`config.mk`:
```
export PLATFORM = sky130hd
export DESIGN_NAME = astropix_spi_responder
export DESIGN_NICKNAME = d
export VERILOG_FILES = /design/src/rtl/astropix_spi_pkg.sv /design/src/rtl/astropix_spi_responder_hit_fifo.sv /design/src/rtl/astropix_spi_responder.sv
export SDC_FILE = /design/constraint.sdc
export NUM_CORES = 1
export LEC_CHECK = 0
export BUFFER_PORTS_ARGS = -buffer_cell sky130_fd_sc_hd__buf_2
export CAP_MARGIN = 20
export CELL_PAD_IN_SITES_DETAIL_PLACEMENT = 1
export CELL_PAD_IN_SITES_GLOBAL_PLACEMENT = 2
export CORE_MARGIN = 4
export CORE_UTILIZATION = 50
export CTS_CLUSTER_DIAMETER = 60
export CTS_CLUSTER_SIZE = 24
export DETAILED_ROUTE_END_ITERATION = 8
export PLACE_DENSITY = 0.83
export SLEW_MARGIN = 5
export SYNTH_ARGS = -nofsm -noshare
export SYNTH_HDL_FRONTEND = slang
export SYNTH_SLANG_ARGS = --single-unit
```
`constraint.sdc`:
```
create_clock -name clock -period 8.2 [get_ports clock]
set_clock_uncertainty 0.15 [all_clocks]
set_input_delay 1.23 -clock clock [delete_from_list [all_inputs] [get_ports clock]]
set_output_delay 1.23 -clock clock [all_outputs]
set_load 0.05 [all_outputs]
```
`src/rtl/astropix_spi_pkg.sv`:
```
// Shared types and constants for the AstroPix SPI responder.
//   state_e           : responder FSM state (IDLE, SHIFT)
//   HIT_WIDTH         : width of a queued hit word
//   CMD_WIDTH         : width of a captured MOSI command byte
//   DEFAULT_IDLE_BYTE : byte sent on each MISO lane when no hit is queued
package astropix_spi_pkg;

    localparam int unsigned HIT_WIDTH = 16;
    localparam int unsigned CMD_WIDTH = 8;
    localparam logic [7:0] DEFAULT_IDLE_BYTE = 8'hBC;

    typedef enum logic [0:0] {
        IDLE  = 1'b0,
        SHIFT = 1'b1
    } state_e;

endpackage

```
`src/rtl/astropix_spi_responder_hit_fifo.sv`:
```
// hit_fifo: single-clock first-word-fall-through FIFO for hit words.
// Ports:
//   clock, reset     : system clock, asynchronous active-high reset
//   push, push_data  : write request and data (ignored when full)
//   pop              : read request (ignored when empty)
//   pop_data         : head entry, valid whenever empty is low
//   level            : current occupancy, 0..FIFO_DEPTH
//   full, empty      : occupancy flags; empty is a flop updated with level
module hit_fifo
    import astropix_spi_pkg::*;
#(
    parameter int unsigned FIFO_DEPTH = 16
) (
    input  logic                          clock,
    input  logic                          reset,
    input  logic                          push,
    input  logic [HIT_WIDTH-1:0]          push_data,
    input  logic                          pop,
    output logic [HIT_WIDTH-1:0]          pop_data,
    output logic [$clog2(FIFO_DEPTH):0]   level,
    output logic                          full,
    output logic                          empty
);

    localparam int unsigned AW = $clog2(FIFO_DEPTH);
    localparam logic [AW:0]   DEPTH_L = (AW + 1)'(FIFO_DEPTH);
    localparam logic [AW:0]   CNT_ONE = (AW + 1)'(1);
    localparam logic [AW-1:0] PTR_ONE = AW'(1);

    logic [HIT_WIDTH-1:0] mem [FIFO_DEPTH];
    logic [AW-1:0]        wr_ptr_q, rd_ptr_q;
    logic [AW:0]          count_q, count_d;
    logic                 empty_q;
    logic                 do_push, do_pop;

    assign full    = (count_q == DEPTH_L);
    assign do_push = push & ~full;
    assign do_pop  = pop & ~empty_q;

    always_comb begin
        count_d = count_q;
        unique case ({do_push, do_pop})
            2'b10:   count_d = count_q + CNT_ONE;
            2'b01:   count_d = count_q - CNT_ONE;
            default: count_d = count_q;
        endcase
    end

    always_ff @(posedge clock or posedge reset) begin
        if (reset) begin
            wr_ptr_q <= '0;
            rd_ptr_q <= '0;
            count_q  <= '0;
            empty_q  <= 1'b1;
        end else begin
            if (do_push) wr_ptr_q <= wr_ptr_q + PTR_ONE;
            if (do_pop)  rd_ptr_q <= rd_ptr_q + PTR_ONE;
            count_q <= count_d;
            empty_q <= (count_d == '0);
        end
    end

    // Storage needs no reset: entries are only read once counted in.
    always_ff @(posedge clock) begin
        if (do_push) mem[wr_ptr_q] <= push_data;
    end

    assign pop_data = mem[rd_ptr_q];
    assign level    = count_q;
    assign empty    = empty_q;

endmodule

```
`src/rtl/astropix_spi_responder.sv`:
```
// astropix_spi_responder: FPGA emulation of the AstroPix dual-MISO SPI readout.
// Oversamples the master's SCK/CSn/MOSI on the system clock, shifts queued hit words out
// on two lanes (high byte on miso0, low byte on miso1), captures MOSI bytes as commands
// and holds interrupt_n low while hits are pending.
// Ports:
//   clock, reset         : system clock, asynchronous active-high reset
//   spi_clk/csn/mosi     : master pins (CPOL=0), asynchronous to clock
//   spi_miso0/1          : data lanes, MSB first, 0 while deselected
//   hit_data/valid/ready : hit word push handshake into the FIFO
//   cmd_data, cmd_valid  : last complete MOSI byte and its one-cycle strobe
//   interrupt_n          : low while the FIFO is non-empty
//   fifo_level           : FIFO occupancy
module astropix_spi_responder
    import astropix_spi_pkg::*;
#(
    parameter int unsigned FIFO_DEPTH  = 16,
    parameter logic [7:0]  IDLE_BYTE   = DEFAULT_IDLE_BYTE,
    parameter int unsigned SYNC_STAGES = 2
) (
    input  logic                          clock,
    input  logic                          reset,
    input  logic                          spi_clk,
    input  logic                          spi_csn,
    input  logic                          spi_mosi,
    output logic                          spi_miso0,
    output logic                          spi_miso1,
    input  logic [HIT_WIDTH-1:0]          hit_data,
    input  logic                          hit_valid,
    output logic                          hit_ready,
    output logic [CMD_WIDTH-1:0]          cmd_data,
    output logic                          cmd_valid,
    output logic                          interrupt_n,
    output logic [$clog2(FIFO_DEPTH):0]   fifo_level
);

    // Pin bundle order {sck, csn, mosi}; csn resets high so reset release is not a select.
    localparam logic [2:0] PIN_RESET = 3'b010;

    logic [2:0] sync_q [SYNC_STAGES];
    logic [2:0] pins_q;
    logic [2:0] sync_out;
    logic       sck_rise_q, sck_fall_q, csn_fall_q, csn_rise_q;
    logic       mosi_s;

    state_e               state_q, state_d;
    logic [2:0]           bit_cnt_q, bit_cnt_d;
    logic [7:0]           rx_q, rx_d;
    logic [7:0]           tx_hi_q, tx_hi_d;
    logic [7:0]           tx_lo_q, tx_lo_d;
    logic [CMD_WIDTH-1:0] cmd_data_q, cmd_data_d;
    logic                 cmd_valid_q, cmd_valid_d;

    logic                 fifo_pop, fifo_full, fifo_empty;
    logic [HIT_WIDTH-1:0] fifo_rd_data;
    logic [HIT_WIDTH-1:0] next_word;

    // Synchronizers, then a registered edge detect. pins_q holds the sample that produced
    // the current event, so mosi_s lines up with sck_rise_q.
    assign sync_out = sync_q[SYNC_STAGES-1];

    always_ff @(posedge clock or posedge reset) begin
        if (reset) begin
            for (int unsigned i = 0; i < SYNC_STAGES; i++) sync_q[i] <= PIN_RESET;
            pins_q     <= PIN_RESET;
            sck_rise_q <= 1'b0;
            sck_fall_q <= 1'b0;
            csn_fall_q <= 1'b0;
            csn_rise_q <= 1'b0;
        end else begin
            sync_q[0] <= {spi_clk, spi_csn, spi_mosi};
            for (int unsigned i = 1; i < SYNC_STAGES; i++) sync_q[i] <= sync_q[i-1];
            pins_q     <= sync_out;
            // SCK edges are only meaningful while selected.
            sck_rise_q <= sync_out[2] & ~pins_q[2] & ~sync_out[1];
            sck_fall_q <= ~sync_out[2] & pins_q[2] & ~sync_out[1];
            csn_fall_q <= ~sync_out[1] & pins_q[1];
            csn_rise_q <= sync_out[1] & ~pins_q[1];
        end
    end

    assign mosi_s = pins_q[0];

    hit_fifo #(
        .FIFO_DEPTH (FIFO_DEPTH)
    ) u_hit_fifo (
        .clock     (clock),
        .reset     (reset),
        .push      (hit_valid & hit_ready),
        .push_data (hit_data),
        .pop       (fifo_pop),
        .pop_data  (fifo_rd_data),
        .level     (fifo_level),
        .full      (fifo_full),
        .empty     (fifo_empty)
    );

    // Word presented at a load point: FIFO head if any, otherwise the idle pattern.
    assign next_word = fifo_empty ? {IDLE_BYTE, IDLE_BYTE} : fifo_rd_data;

    always_ff @(posedge clock or posedge reset) begin
        if (reset) begin
            state_q     <= IDLE;
            bit_cnt_q   <= '0;
            rx_q        <= '0;
            tx_hi_q     <= '0;
            tx_lo_q     <= '0;
            cmd_data_q  <= '0;
            cmd_valid_q <= 1'b0;
        end else begin
            state_q     <= state_d;
            bit_cnt_q   <= bit_cnt_d;
            rx_q        <= rx_d;
            tx_hi_q     <= tx_hi_d;
            tx_lo_q     <= tx_lo_d;
            cmd_data_q  <= cmd_data_d;
            cmd_valid_q <= cmd_valid_d;
        end
    end

    always_comb begin
        state_d     = state_q;
        bit_cnt_d   = bit_cnt_q;
        rx_d        = rx_q;
        tx_hi_d     = tx_hi_q;
        tx_lo_d     = tx_lo_q;
        cmd_data_d  = cmd_data_q;
        cmd_valid_d = 1'b0;
        fifo_pop    = 1'b0;

        unique case (state_q)
            IDLE: begin
                if (csn_fall_q) begin
                    state_d   = SHIFT;
                    bit_cnt_d = '0;
                    rx_d      = '0;
                    tx_hi_d   = next_word[15:8];
                    tx_lo_d   = next_word[7:0];
                    fifo_pop  = ~fifo_empty;
                end
            end
            SHIFT: begin
                if (csn_rise_q) begin
                    // Partial byte dropped; an already popped word stays consumed.
                    state_d = IDLE;
                end else begin
                    if (sck_rise_q) begin
                        rx_d      = {rx_q[6:0], mosi_s};
                        bit_cnt_d = bit_cnt_q + 3'd1;
                        if (bit_cnt_q == 3'd7) begin
                            cmd_data_d  = {rx_q[6:0], mosi_s};
                            cmd_valid_d = 1'b1;
                        end
                    end
                    if (sck_fall_q) begin
                        if (bit_cnt_q != 3'd0) begin
                            tx_hi_d = {tx_hi_q[6:0], 1'b0};
                            tx_lo_d = {tx_lo_q[6:0], 1'b0};
                        end else begin
                            // Byte boundary: the fall after the 8th rise starts the next word.
                            tx_hi_d  = next_word[15:8];
                            tx_lo_d  = next_word[7:0];
                            fifo_pop = ~fifo_empty;
                        end
                    end
                end
            end
            default: state_d = IDLE;
        endcase
    end

    assign spi_miso0   = (state_q == SHIFT) & tx_hi_q[7];
    assign spi_miso1   = (state_q == SHIFT) & tx_lo_q[7];
    assign hit_ready   = ~fifo_full;
    assign interrupt_n = fifo_empty;
    assign cmd_data    = cmd_data_q;
    assign cmd_valid   = cmd_valid_q;

endmodule

```
**Yosys cells after proc, flatten, opt, wreduce, memory -nomap -nowiden**

Memories as Yosys holds them, arrays and structs flattened.
Cells that the tools add are included.

- Reductions and logical operators: 5
- Add/subtract/negate cells: 5
- Eq/ne operators: 8
- Bitwise gates (word level): 19
- Muxes and demuxes: 34

Operator list:

| kind | number |
|---|---|
| 8-bit two-way mux | 8 |
| 8-bit case mux with 2 select lines | 2 |
| 7-bit two-way mux | 3 |
| 16-bit two-way mux | 1 |
| 7-bit case mux with 2 select lines | 1 |
| 1-bit two-way mux | 12 |
| 1-bit bitwise AND | 11 |
| 5-bit case mux with 2 select lines | 1 |
| 3-bit two-way mux | 3 |
| 4-bit by 1-bit adder with 4-bit output, second input constant | 2 |
| 2-bit != test, second input constant | 4 |
| 1-bit inverter | 8 |
| 3-bit case mux with 2 select lines | 1 |
| 3-bit AND reduction | 2 |
| 5-bit by 1-bit adder with 5-bit output, second input constant | 1 |
| 5-bit equality test, second input constant | 1 |
| 5-bit logical NOT | 1 |
| 5-bit by 1-bit subtractor with 5-bit output, second input constant | 1 |
| 1-bit case mux with 2 select lines | 2 |
| 4-bit AND reduction | 1 |
| 3-bit by 1-bit adder with 3-bit output, second input constant | 1 |
| 3-bit equality test, second input constant | 1 |
| 3-bit nonzero test | 1 |
| 2-bit by 1-bit equality test with 1-bit output, second input constant | 1 |
| 2-bit equality test, second input constant | 1 |

- Word-level logic and storage cells: 90
- Input port bits: 22
- Memory bits (writable): 256
- Output and inout bits: 18
- Bits in registers: 63
- Memories kept: 1

Memory list:

| name | depth | width | read ports | clocked after Yosys merged registers in | write ports | RTL line | text |
|---|---|---|---|---|---|---|---|
| u_hit_fifo.mem | 16 | 16 | 1 | 0 | 1 | astropix_spi_responder_hit_fifo.sv:30 | `logic [HIT_WIDTH-1:0] mem [FIFO_DEPTH];` |

**Depth between registers and ports, before layout**

- Word-level depth: 9
- Gate-level depth with buffers: 15
- Mapped depth without buffers: 13

**By module**

From an unflattened synthesis, not the netlist that was laid out.

- Cell total of the unflattened synthesis: 637
- Area total of the unflattened synthesis: 12,781.0 um^2

By module, submodules not included:

| module | times used | cells each | seq. area each (um^2) | area each (um^2) |
|---|---|---|---|---|
| hit_fifo | 1 | 468 | 8,039.0 | 10,709.0 |
| astropix_spi_responder | 1 | 169 | 1,229.9 | 2,072.0 |

**Least setup slack after synthesis**

No wires, ideal clock.

- Path type: reg2reg
- From: reg u_hit_fifo.count_q[1], in the netlist u_hit_fifo.level[1]
- To: reg u_hit_fifo.empty_q, in the netlist u_hit_fifo.empty
- Cell stages (with the launch flop): 13
- Setup time: 101 ps
- Path slack: 4,627 ps
- Arrival time: 3,322 ps
- Cell sequence: dfrtp_1 -> nor4_1 -> nand2_1 -> and2_1 -> clkbuf_1 -> inv_1 -> ha_1 -> ha_1 -> nor2b_1 -> o21a_1 -> o311ai_1 -> o311ai_1 -> nor4b_1

- Word-level cells in the longest chain between the ends: 7
- Elaborated cells between the ends (all ways): 10
- Those cells by class: 2 x add/sub; 3 x eq/ne; 1 x mux; 3 x bitwise; 1 x reduce/logical

Ends and longest elaborated chain:

| item | RTL line | text |
|---|---|---|
| start: declaration | astropix_spi_responder_hit_fifo.sv:32 | `logic [AW:0] count_q, count_d;` |
| start signal: assignment | astropix_spi_responder_hit_fifo.sv:58 | `count_q <= count_d;` |
| 5-bit equality test * | astropix_spi_responder_hit_fifo.sv:36 | `assign full = (count_q == DEPTH_L);` |
| 1-bit inverter * | astropix_spi_responder.sv:173 | `assign hit_ready = ~fifo_full;` |
| net hit_ready | astropix_spi_responder.sv:29 | `output logic hit_ready,` |
| 1-bit bitwise AND | astropix_spi_responder.sv:88 | `.push (hit_valid & hit_ready),` |
| 1-bit bitwise AND * | astropix_spi_responder_hit_fifo.sv:37 | `assign do_push = push & ~full;` |
| 2-bit by 1-bit equality test with 1-bit output or 2-bit equality test (tied branches) | astropix_spi_responder_hit_fifo.sv:42 | `unique case ({do_push, do_pop})` |
| 5-bit case mux with 2 select lines * | astropix_spi_responder_hit_fifo.sv:42 |  |
| net u_hit_fifo.count_d[4] | astropix_spi_responder_hit_fifo.sv:32 |  |
| 5-bit logical NOT * | astropix_spi_responder_hit_fifo.sv:59 | `empty_q <= (count_d == '0);` |
| end signal: assignment | astropix_spi_responder_hit_fifo.sv:59 |  |
| end: declaration | astropix_spi_responder_hit_fifo.sv:33 | `logic empty_q;` |

Mark *: on every way through the listed nets, which the timed path passes. The rest lies on a longest branch.
A chain may end at the register's enable or synchronous reset.

**Final worst setup path**

- From: reg bit_cnt_q[0]
- To: reg u_hit_fifo.empty_q, in the netlist u_hit_fifo.empty

- Word-level cells in the longest chain between the ends: 9
- Elaborated cells between the ends (all ways): 10
- Those cells by class: 2 x eq/ne; 5 x mux; 1 x bitwise; 2 x reduce/logical

Ends and longest elaborated chain:

| item | RTL line | text |
|---|---|---|
| start: declaration | astropix_spi_responder.sv:46 | `logic [2:0] bit_cnt_q, bit_cnt_d;` |
| start signal: assignment | astropix_spi_responder.sv:111 | `bit_cnt_q <= bit_cnt_d;` |
| 3-bit nonzero test * | astropix_spi_responder.sv:155 | `if (bit_cnt_q != 3'd0) begin` |
| 1-bit two-way mux * | astropix_spi_responder.sv:155 |  |
| 1-bit two-way mux * | astropix_spi_responder.sv:154 | `if (sck_fall_q) begin` |
| 1-bit two-way mux * | astropix_spi_responder.sv:142 | `if (csn_rise_q) begin` |
| 1-bit case mux with 2 select lines * | astropix_spi_responder.sv:130 | `unique case (state_q)` |
| 1-bit bitwise AND * | astropix_spi_responder_hit_fifo.sv:38 | `assign do_pop = pop & ~empty_q;` |
| 2-bit by 1-bit equality test with 1-bit output or 2-bit equality test (tied branches) | astropix_spi_responder_hit_fifo.sv:42 |  |
| 5-bit case mux with 2 select lines * | astropix_spi_responder_hit_fifo.sv:42 |  |
| net u_hit_fifo.count_d[4] | astropix_spi_responder_hit_fifo.sv:32 |  |
| 5-bit logical NOT * | astropix_spi_responder_hit_fifo.sv:59 |  |

Marked as above.

==> impl_metrics.ini <==
[route]
wl_per_cell_um = 26.0
antenna_left = 0
firstDrtPassIters = 4
vias_per_cell = 5.91
wl_met2_mm = 14.1
drt_iter0_markers = 533
met3WireLength_mm = 1.65
routed.top_layer = met5
drc = 0
totalWireLength_mm = 27.3
wl_met1_mm = 10.7
vias = 6195

[worst_setup_path]
cp-end-kind = register
arrival_ns = 4.26
cp_max_fo = 21
start_kind = register
worst_ep_required_time_ns = 8.46
worst-setup-path-type = reg -> reg

[power]
power_density_mw_per_mm2 = 331
ir_worst_vdd_mv = 0.194
p_total_mw = 4.64
p_leak_nw = 4.90

[synthesis]
synth_edf_count = 256
synthCells = 651
synthArstFlopShare_pct = 19.7
yosysWarnings = 0
synth_area_mm2 = 0.0124
seq_area_frac_synth_pct = 74.6
syn-num-nets = 686
synth_top_flop_cell = edfxtp_1
yosys.area.top_type_share_pct = 61.9
synth_area_leaders = edfxtp_1 62%, dfrtp_1 12%, mux4_2 11%
avgSynthCellArea_um2 = 19.1
synth_area_leader_cell = edfxtp_1
synth_cell_type_count = 44
synth-seq-cells = 319

[timing]
setup_viol = 0
hold_viol = 0
tightest_slew_ns = 1.02
tns_ns = 0
max_slew_margin_pct = 31.7
max_freq_mhz = 250
drv_slew = 0
post-route-min-period_ns = 4.00
rsz0062_at_grt = no
timing.final.crit_share_pct = 48.8

[clock_network]
cts.sinks = 319
clkSlewWorstSetupHoldPaths_ns = 0.08
cts-root-buf = clkbuf_16
clock_path_buffers = 3
postCtsHoldBufs = 0
clock_latency_ns = 0.55
cts_buffers = 25
cts_setup_buffers = 0
cts-resized-gates = 0
htree_num_levels = 1
cts_tree = yes

[global_route]
antenna_found_initial = 1
grt.total_usage_pct = 20.2
grt_pass1_vias = 6810
gr-total-overflow = 0
grt_max_degree = 64
grt_pass1_wl_mm = 42.6

[floorplan]
core-area_mm2 = 0.0244
io_pins = 40
die_w_um = 166
die_h_um = 166
start_util_pct = 50.9
dieArea_mm2 = 0.0274
std_cell_rows = 57

[layout]
fin_nets = 742
fin_util_pct = 57.3
diodes = 0
drive_above_1_share_pct = 27.2
area_delta_synth_final_pct = 12.6
final.fill_count = 2150
multi_input_area_mm2 = 0.00298
final-seq-area_mm2 = 0.00927
instances_no_fill = 1049

[worst_hold_path]
worst_hold_path_type = reg -> reg

[placement]
dp.cells = 1002
io_buffer_count = 39
place_congestion = 0.750
place_hpwl_mm = 16.0

[status]
outcome = complete, no violations

[job]
maxCapViolations = 0
[synthesized netlist by cell type (all sizes together), types with 3 or more instances]
cell,instances
a22oi,4
dfstp,4
mux2i,10
mux2,19
buf,21
o22ai,10
nand2,45
edfxtp,256
a221o,6
ha,12
xnor2,6
nor2b,10
dfrtp,59
inv,13
mux4,64
nor2,16
a31oi,4
nand3,12
clkbuf,10
a21oi,13
a21boi,5
nand2b,5
o21ai,19
xor2,3
and2,4
nor3,5
[worst max-delay path: stages (launching register included)]
cell      delay, ns
dfrtp_1        0.42
inv_1          0.07
ha_1           0.13
nor2b_1        0.21
nand2_1        0.12
a21oi_2        0.78
ha_1           0.44
ha_1           0.33
nor2b_1        0.19
o21a_1         0.21
o311ai_1       0.29
o311ai_1       0.18
nor4b_1        0.37
[power by group]
part | internal [mW] | switching (mW)
Sequential | 1.96 | 0.132
Combinational | 0.537 | 0.703
Clock | 0.651 | 0.656
Total | 3.15 | 1.49
[flip-flops by register name (all words and copies together), names as in the netlist, 3 cells and up]
name / flops
tx_hi_q: 8
u_hit_fifo.wr_ptr_q: 4
u_hit_fifo.level: 5
u_hit_fifo.rd_ptr_q: 4
pins_q: 3
tx_lo_q: 8
sync_q: 3
bit_cnt_q: 3
u_hit_fifo.mem: 256
cmd_data: 8
sync_out: 3
rx_q: 7
[logic make-up after synthesis]
family	synth area share [%]
flip-flops	74.6
AND/OR/NAND/NOR	3.95
multiplexers	14.3
AO/OA/AOI/OAI	3.48
buffers and inverters	1.67
adder cells (fa/ha/maj)	1.37
XOR/XNOR	0.635
[placed cells by master, fill, tap and decap left out, types with 13 or more instances in the layout]
cell type / Yosys / final
edfxtp_1: 256 / 256
mux4_2: 59 / 59
dfrtp_1: 59 / 57
nand2_1: 45 / 45
buf_2: 13 / 39
clkbuf_16: 0 / 25
mux2_2: 19 / 19
buf_4: 3 / 18
nor2_1: 16 / 13
[per-stage QoR]
stage / area (um^2) / hold slack, ns / setup WS (ns)
finish: 14000 / 0.204 / 4.20
global route: 14000 / 0.213 / 3.88
CTS: 14000 / 0.209 / 4.19
floorplan: 12400 / 0.181 / 4.63
detailed placement: 13000 / 0.190 / 4.26
global placement: 13000 / 0.193 / 4.54
[cell type report]
| cell class | instances | share of cell area, % |
|---|---|---|
| Tap cell | 324 | 2.90 |
| Timing Repair Buffer | 60 | 2.68 |
| Multi-Input combinational cell | 288 | 21.3 |
| Clock buffer | 26 | 4.50 |
| Sequential cell | 319 | 66.3 |
| Clock inverter | 19 | 1.98 |
| Inverter | 13 | 0.349 |
[path summary, 6_finish.rpt]
path                               from                endpoint  slack [ns]  cells past startpoint
setup / recovery           bit_cnt_q[0]        u_hit_fifo.empty        4.20                     12
hold / removal              sync_out[0]               pins_q[0]        0.20                      0
setup reg to reg           bit_cnt_q[0]        u_hit_fifo.empty        4.20                     12
hold reg to reg             sync_out[0]               pins_q[0]        0.20                      0
max in group asynchronous         reset  u_hit_fifo.rd_ptr_q[1]        6.57                      3
min in group asynchronous         reset  u_hit_fifo.wr_ptr_q[1]        0.78                      3
[per-layer routing]
layer  vias to the layer above  GRT usage [%]
li1                       2693              -
met1                      3269           26.6
met2                       189           35.2
met3                        42           3.62
met4                         2           5.56
met5                         -              0
Power figures use the tool's default switching activity.
